--- config.mk ---
export PLATFORM = sky130hd
export DESIGN_NAME = io_port
export DESIGN_NICKNAME = d
export VERILOG_FILES = /design/src/rtl/io_port.sv
export SDC_FILE = /design/constraint.sdc
export NUM_CORES = 1
export LEC_CHECK = 0
export BUFFER_PORTS_ARGS = -buffer_cell sky130_fd_sc_hd__buf_4
export CORE_ASPECT_RATIO = 0.75
export CORE_MARGIN = 2
export CORE_UTILIZATION = 57
export CTS_CLUSTER_DIAMETER = 150
export DETAILED_ROUTE_END_ITERATION = 8
export PLACE_DENSITY_LB_ADDON = 0.2
export SLEW_MARGIN = 20
export SYNTH_ARGS = -nofsm -noshare
export SYNTH_HDL_FRONTEND = slang
export SYNTH_SLANG_ARGS = --single-unit
export TNS_END_PERCENT = 10
--- constraint.sdc ---
create_clock -name i_clk -period 3.08 [get_ports i_clk]
set_input_delay 0.154 -clock i_clk [delete_from_list [all_inputs] [get_ports i_clk]]
set_output_delay 0.154 -clock i_clk [all_outputs]
set_load 0.005 [all_outputs]
--- src/rtl/io_port.sv ---
// Byte-wide I/O port: CPU output strobes fill a TX FIFO drained over valid/ready,
// and an RX FIFO filled over valid/ready is read onto the CPU bus by the input strobe.
module io_port #(
    parameter int DEPTH = 4
) (
    input  logic       i_clk,
    input  logic       i_reset,
    input  logic [7:0] i_bus,
    output logic [7:0] o_bus,
    output logic       o_busNoe,
    input  logic       i_ctrlWrOut,
    input  logic       i_ctrlInNoe,
    output logic [7:0] o_txData,
    output logic       o_txValid,
    input  logic       i_txReady,
    input  logic [7:0] i_rxData,
    input  logic       i_rxValid,
    output logic       o_rxReady,
    output logic       o_txFull,
    output logic       o_rxEmpty,
    output logic       o_txOverflow,
    output logic       o_rxUnderflow
);
    localparam int AW = $clog2(DEPTH);
    localparam int PW = AW + 1;
    localparam logic [PW-1:0] FULL_COUNT = PW'(DEPTH);

    logic [PW-1:0] txRd, txWr, txCount;
    logic [PW-1:0] rxRd, rxWr, rxCount;
    logic [7:0]    txMem [DEPTH];
    logic [7:0]    rxMem [DEPTH];
    logic          rxEnable;
    logic          txPush, txPop, rxPush, rxPop, rxUnder;

    function automatic logic [PW-1:0] nextPtr(input logic [PW-1:0] p);
        return (p == PW'(DEPTH - 1)) ? '0 : p + PW'(1);
    endfunction

    // Handshakes: a transfer happens at a rising edge where valid and ready are
    // both high; ready never depends on valid, valid never waits on ready.
    assign txPop   = o_txValid & i_txReady;
    assign txPush  = i_ctrlWrOut & ((txCount != FULL_COUNT) | txPop);
    assign rxPush  = i_rxValid & o_rxReady;
    assign rxPop   = ~i_ctrlInNoe & (rxCount != '0);
    assign rxUnder = ~i_ctrlInNoe & (rxCount == '0);

    assign o_busNoe      = i_ctrlInNoe;
    assign o_txValid     = (txCount != '0);
    assign o_txFull      = (txCount == FULL_COUNT);
    assign o_rxEmpty     = (rxCount == '0);
    assign o_rxReady     = rxEnable & (rxCount != FULL_COUNT);
    assign o_txData      = o_txValid ? txMem[txRd[AW-1:0]] : 8'h00;
    assign o_bus         = o_rxEmpty ? 8'h00 : rxMem[rxRd[AW-1:0]];

    // rxEnable holds rxReady low while reset is asserted and for the release cycle.
    always_ff @(posedge i_clk or posedge i_reset) begin
        if (i_reset) begin
            rxEnable <= 1'b0;
        end else begin
            rxEnable <= 1'b1;
        end
    end

    always_ff @(posedge i_clk or posedge i_reset) begin
        if (i_reset) begin
            txRd         <= '0;
            txWr         <= '0;
            txCount      <= '0;
            o_txOverflow <= 1'b0;
        end else begin
            if (txPop) begin
                txRd <= nextPtr(txRd);
            end
            if (txPush) begin
                txWr <= nextPtr(txWr);
            end
            case ({txPush, txPop})
                2'b10:   txCount <= txCount + PW'(1);
                2'b01:   txCount <= txCount - PW'(1);
                default: txCount <= txCount;
            endcase
            if (i_ctrlWrOut && !txPush) begin
                o_txOverflow <= 1'b1;
            end
        end
    end

    always_ff @(posedge i_clk or posedge i_reset) begin
        if (i_reset) begin
            rxRd          <= '0;
            rxWr          <= '0;
            rxCount       <= '0;
            o_rxUnderflow <= 1'b0;
        end else begin
            if (rxPop) begin
                rxRd <= nextPtr(rxRd);
            end
            if (rxPush) begin
                rxWr <= nextPtr(rxWr);
            end
            case ({rxPush, rxPop})
                2'b10:   rxCount <= rxCount + PW'(1);
                2'b01:   rxCount <= rxCount - PW'(1);
                default: rxCount <= rxCount;
            endcase
            if (rxUnder) begin
                o_rxUnderflow <= 1'b1;
            end
        end
    end

    // Storage needs no reset; the counts decide what is visible.
    always_ff @(posedge i_clk) begin
        if (txPush) begin
            txMem[txWr[AW-1:0]] <= i_bus;
        end
        if (rxPush) begin
            rxMem[rxWr[AW-1:0]] <= i_rxData;
        end
    end
endmodule

# == Yosys cells after proc, flatten, opt, wreduce, memory -nomap -nowiden ==
# Memories as Yosys holds them, arrays and structs flattened.
# Cells that the tools add are included.
# classes
n_addsub,8
order_cmp,0
n_mul,0
n_div,0
n_reduce_logical,7
n_mux,12
eq_ne,11
bitwise_logic,8
shift,0
# op_table
cell,n
$add A3 B1 Y3 const B,6
$mux W8,2
$eq A3 B2 Y1 const B,4
$mux W3,4
$pmux W3 S2,2
$and A1 B1 Y1,6
$ne A3 B3 Y1 const B,2
$reduce_bool A3 Y1,2
$sub A3 B1 Y3 const B,2
$eq A2 B1 Y1 const B,2
$eq A2 B2 Y1 const B,2
$mux W1,4
$reduce_bool A2 Y1,2
$eq A3 B3 Y1 const B,1
$logic_not A3 Y1,1
$logic_and A1 B1 Y1,1
$logic_not A1 Y1,1
$not A1 Y1,1
$or A1 B1 Y1,1
# word_totals
elab_cells,57
input_bits,22
latch_bits,0
regBits,21
mem_count,2
rom_bits,0
mem_bits_rw,64
out_inout_bits,23
# mem_list
name,words,word_bits,read_ports,rd_ports_with_merged_regs,write_ports,line_no,text
rxMem,4,8,1,0,1,31,logic [7:0] rxMem [DEPTH];
txMem,4,8,1,0,1,30,logic [7:0] txMem [DEPTH];

# == Longest topological paths before layout ==
# depth
ltp_word,6
depth_mapped,9
mapped_depth_nobuf,9

# == Worst setup path after synthesis ==
# No wires, ideal clock.
# synth_timing
kind,register to register
start,reg txCount[0]
end,reg txCount[2]
synth_period_minus_slack_ps,2174
path_slack_ps,906
required_ps,3009
arrival_time_ps,2104
setup_ps,71
path_buffers,0
stages_incl_launch_ff,6
cell_sequence,dfrtp_1 -> nor3_1 -> nor2_1 -> fa_1 -> or4_1 -> nand4_1
# synth_via
elab_chain_len,6
elab_cells_between_ends,11
cone_classes,add/sub (2); eq/ne (3); mux (1); bitwise (3); reduce/logical (2)
# synth_lines
element,line_no,text
"start, declared",28,"logic [PW-1:0] txRd, txWr, txCount;"
"start signal, assigned",78,2'b10: txCount <= txCount + PW'(1);
"start signal, assigned",79,2'b01: txCount <= txCount - PW'(1);
"start signal, assigned",80,default: txCount <= txCount;
$reduce_bool A3 Y1,48,assign o_txValid = (txCount != '0);
$and A1 B1 Y1,41,assign txPop = o_txValid & i_txReady;
$or A1 B1 Y1,42,assign txPush = i_ctrlWrOut & ((txCount != FULL_COUNT) | txPop);
$and A1 B1 Y1,42,
$eq A2 B1 Y1 or $eq A2 B2 Y1 (tied branches),77,"case ({txPush, txPop})"
$pmux W3 S2 or $reduce_bool A2 Y1 (tied branches),--,
# Several ways; a longest one is shown, not always the timed one.
# A chain may end at the register's enable or synchronous reset.

# == Worst setup path after layout ==
# layout_timing
start,reg rxRd[0]
end,out o_bus[0]
# layout_via
elab_chain_len,2
# layout_lines
element,line_no,text
"start, declared",29,"logic [PW-1:0] rxRd, rxWr, rxCount;"
"start signal, assigned",96,rxRd <= nextPtr(rxRd);
$mem_v2 Z4 W8,--,
$mux W8,53,assign o_bus = o_rxEmpty ? 8'h00 : rxMem[rxRd[AW-1:0]];
"end, declared",9,"output logic [7:0] o_bus,"
# Every way passes these cells.

==> flow_summary_export.csv <==
group,metric,value,unit
hold_path,hold_path.class,"input pin to flip-flop",
layout,n_antenna_cell,0,
sta,finalHoldWorstSlack,0.07964,ns
layout,num-fill-cells,423,
yosys,synth.top_cells.by_area,"edfxtp_1 53%, dfrtp_1 14%, mux4_2 9.9%",
sta,clock.fmax,0.4673,GHz
worst_setup_path,cp-end-kind,"output port",
sta,finalSetupViolCount,0,
yosys,syn_area,3657,sq um
yosys,synth_commonest_cells,"64 x edfxtp_1, 21 x dfrtp_1, 19 x inv_1, 16 x mux4_2",
sta,rsz0062_at_grt,"false",
worst_setup_path,worstPathArrival,1.99,ns
yosys,yosysWarnings,0,
layout,nNetsFinal,324,
global_routing,grt.overflow.total,0,
detailed_routing,wl,6258,microns
worst_setup_path,path_class,"flip-flop to output port",
worst_setup_path,worst_ep_required_time,2.93,ns
worst_setup_path,start_kind,"flip-flop",
hold_path,holdPathStages,2,
sta,drv_slew,0,
floorplan,rows,25,
clock_tree,clk_pin_slew,0.09,ns
global_routing,grt_max_degree,22,
yosys,synth.top_cell.area_share,52.55,%
power,peakVddDrop,0.4746,mV
power,p_seq_share,45.8,%
floorplan,die_area,7080,sq um
place,hpwlAfterDp,4305,microns
hold_path,min_to,"txRd[2]$_DFFE_PP0N_",
yosys,synth.net_count,258,
detailed_routing,drcViolationCount,0,
clock_tree,clkLatencyLatePin,0.35,ns
floorplan,initial_core_util,58.46,%
job,max-cap-violations,0,
sta,slew_headroom,43.21,%
sta,finalHoldViolCount,0,
yosys,synth_area_per_cell,16.40,sq um
clock_tree,cts_tree,"done",
yosys,synth.most_common_cell,"edfxtp_1",
floorplan,die_y,73.37,microns
hold_path,hp-start,"i_txReady",
clock_tree,ctsLongestPathBuffers,2,
clock_tree,cts_setup_buffers,0,
run_status,status,"completed",
detailed_routing,vias,1998,
worst_setup_path,crit_start,"rxRd[0]$_DFFE_PP0P_",
detailed_routing,drtIter0Drc,92,
sta,fin_worst_skew,0.009743,ns
sta,fin_ws,0.9403,ns
clock_tree,cts_root_buffer,"clkbuf_8",
place,placed_area,4060,sq um
yosys,ys_types,40,
clock_tree,cts.sink_count,85,
place,place_ws,1.026,ns
layout,areaGrowthSynthToFinish,21.04,%
clock_tree,cts-htree-levels,3,
worst_setup_path,r2r_end,"rxCount[2]$_DFFE_PP0P_",
global_routing,grt_pass1_vias,2006,
place,port_buffers,44,
clock_tree,post_cts_resized,0,
sta,setup_tns,0,ns
power,p_sw,1.183,mW
worst_setup_path,rrSetupSlack,1.00,ns
detailed_routing,ant_nets,0,
sta,period_needed,2.140,ns
power,swShare,30.88,%
clock_tree,cts_buffers,9,
clock_tree,cts_hold_repair.buffers,17,
place,gp_congestion,0.7792,
detailed_routing,routed_via_density,5.328,
layout,drive_gt1_share,30.95,%
power,p_int,2.648,mW
yosys,async_flop_share,24.71,%
global_routing,grt_antenna_before_repair,0,
worst_setup_path,ff2ff_path_depth,9,
power,power,3.832,mW
global_routing,grt_pass1_wl,9942,microns
power,pwr-share-clk,20.3,%
yosys,synth_edf_count,64,
worst_setup_path,critPathTopFamily,"flip-flops",
power,p_per_area,865.6,nW/um^2
layout,final_cells,375,
power,p_leak,1.726,nW
yosys,netlist_instances,223,
yosys,ys_seq_area_share,66.92,%
floorplan,coreArea,6256,sq um
worst_setup_path,worstPathMaxFanout,11,
detailed_routing,post_drt_wl_per_cell,16.69,microns
layout,utilization,70.76,%
sta,period_share,69.47,%
worst_setup_path,cpMaxStageDelayCell,"dfrtp_1",
yosys,yosys.area.top_type,"edfxtp_1",
detailed_routing,first_pass_iters,4,
floorplan,ioPinCount,45,
yosys,ys_ff_latch,85,
worst_setup_path,r2r_start,"rxCount[2]$_DFFE_PP0P_",
floorplan,die_w,96.50,microns
layout,fin_area,4427,sq um
worst_setup_path,slowest_delay,0.75,ns
global_routing,grt_use_total,20.01,%
place,dp.cells,342,
worst_setup_path,critical_path_buf_inv_count,1,
sta,worst_pin_slew,0.8509,ns
worst_setup_path,path_cells,"mux4_2, nor2b_1, buf_4",
power,power_frac_comb,33.9,%
yosys,synth-main-ff-cell,"edfxtp_1",
## logic make-up after synthesis
kind of cell	count (synthesis)	share of synthesized area (%)
flip-flops	85	66.92
AND/OR/NAND/NOR	45	7.356
buffers and inverters	27	3.147
multiplexers	24	12.35
AO/OA/AOI/OAI	23	4.071
adder cells (fa/ha/maj)	13	4.858
XOR/XNOR	5	1.198
other	1	0.1025
## cell usage in the layout, fill, tap and decap left out, drive strengths merged, types with 5 or more instances in the layout
cell type | netlist | routed
and2 | 8 | 8
dfrtp | 21 | 21
inv | 19 | 21
mux2 | 6 | 6
o21ai | 5 | 5
buf | 4 | 46
and2b | 5 | 5
nor2 | 5 | 5
dlygate4sd3 | 0 | 17
clkbuf | 4 | 9
ha | 11 | 11
mux4 | 16 | 16
edfxtp | 64 | 64
a21oi | 8 | 8
nor2b | 11 | 11
## how the worst max path moves through the flow
stage	to	cells after the start
final	o_bus[0]	3
after detailed placement	rxCount[2]$_DFFE_PP0P_	9
after global routing	rxCount[2]$_DFFE_PP0P_	9
after CTS	o_txData[2]	3
after global placement	rxCount[2]$_DFFE_PP0P_	9
after floorplan	txCount[2]$_DFFE_PP0P_	5
## routing by layer
metal | vias to the layer above | track usage [%] | wire [microns]
li1 | 950 | - | -
met1 | 989 | 27.75 | 2938
met2 | 47 | 30.09 | 2935
met3 | 12 | 6.051 | 280
met4 | 0 | 8.138 | 104
met5 | - | 0 | 0
## flip-flops by register name, indices dropped and copies added, names as in the netlist
signal,cells
rxWr,3
rxMem,32
rxRd,3
o_txOverflow,1
txMem,32
txRd,3
rxEnable,1
txCount,3
rxCount,3
txWr,3
o_rxUnderflow,1
## final cells by class
type                    instances  area, sq um  share of cell area [%]
flip-flops and latches         85         2447                   55.29
multi-input cells             111         1095                   24.73
repair buffers                 63        515.5                   11.64
clock buffers                   9        123.9                   2.798
well taps                      81        101.3                   2.289
clock inverters                 7        72.57                   1.639
inverters                      19        71.32                   1.611
## worst register-to-register path, cell delays in order (launching register included)
cell	delay (ns)
dfrtp_1	0.40
nor3_1	0.08
buf_4	0.18
nor2_1	0.25
ha_1	0.24
inv_1	0.06
fa_1	0.38
xor2_1	0.15
nor2_1	0.12
xor2_1	0.15
## power groups by stage
stage                     Sequential [mW]  Combinational [mW]  Clock (mW)
final                                1.75                1.30       0.776
after global routing                 1.81                1.44       0.834
after CTS                            1.76                1.32       0.796
after detailed placement             1.79                1.29           0
after global placement               1.77                1.26           0
after floorplan                      1.63               0.920           0
(Power assumes the default switching activity.)
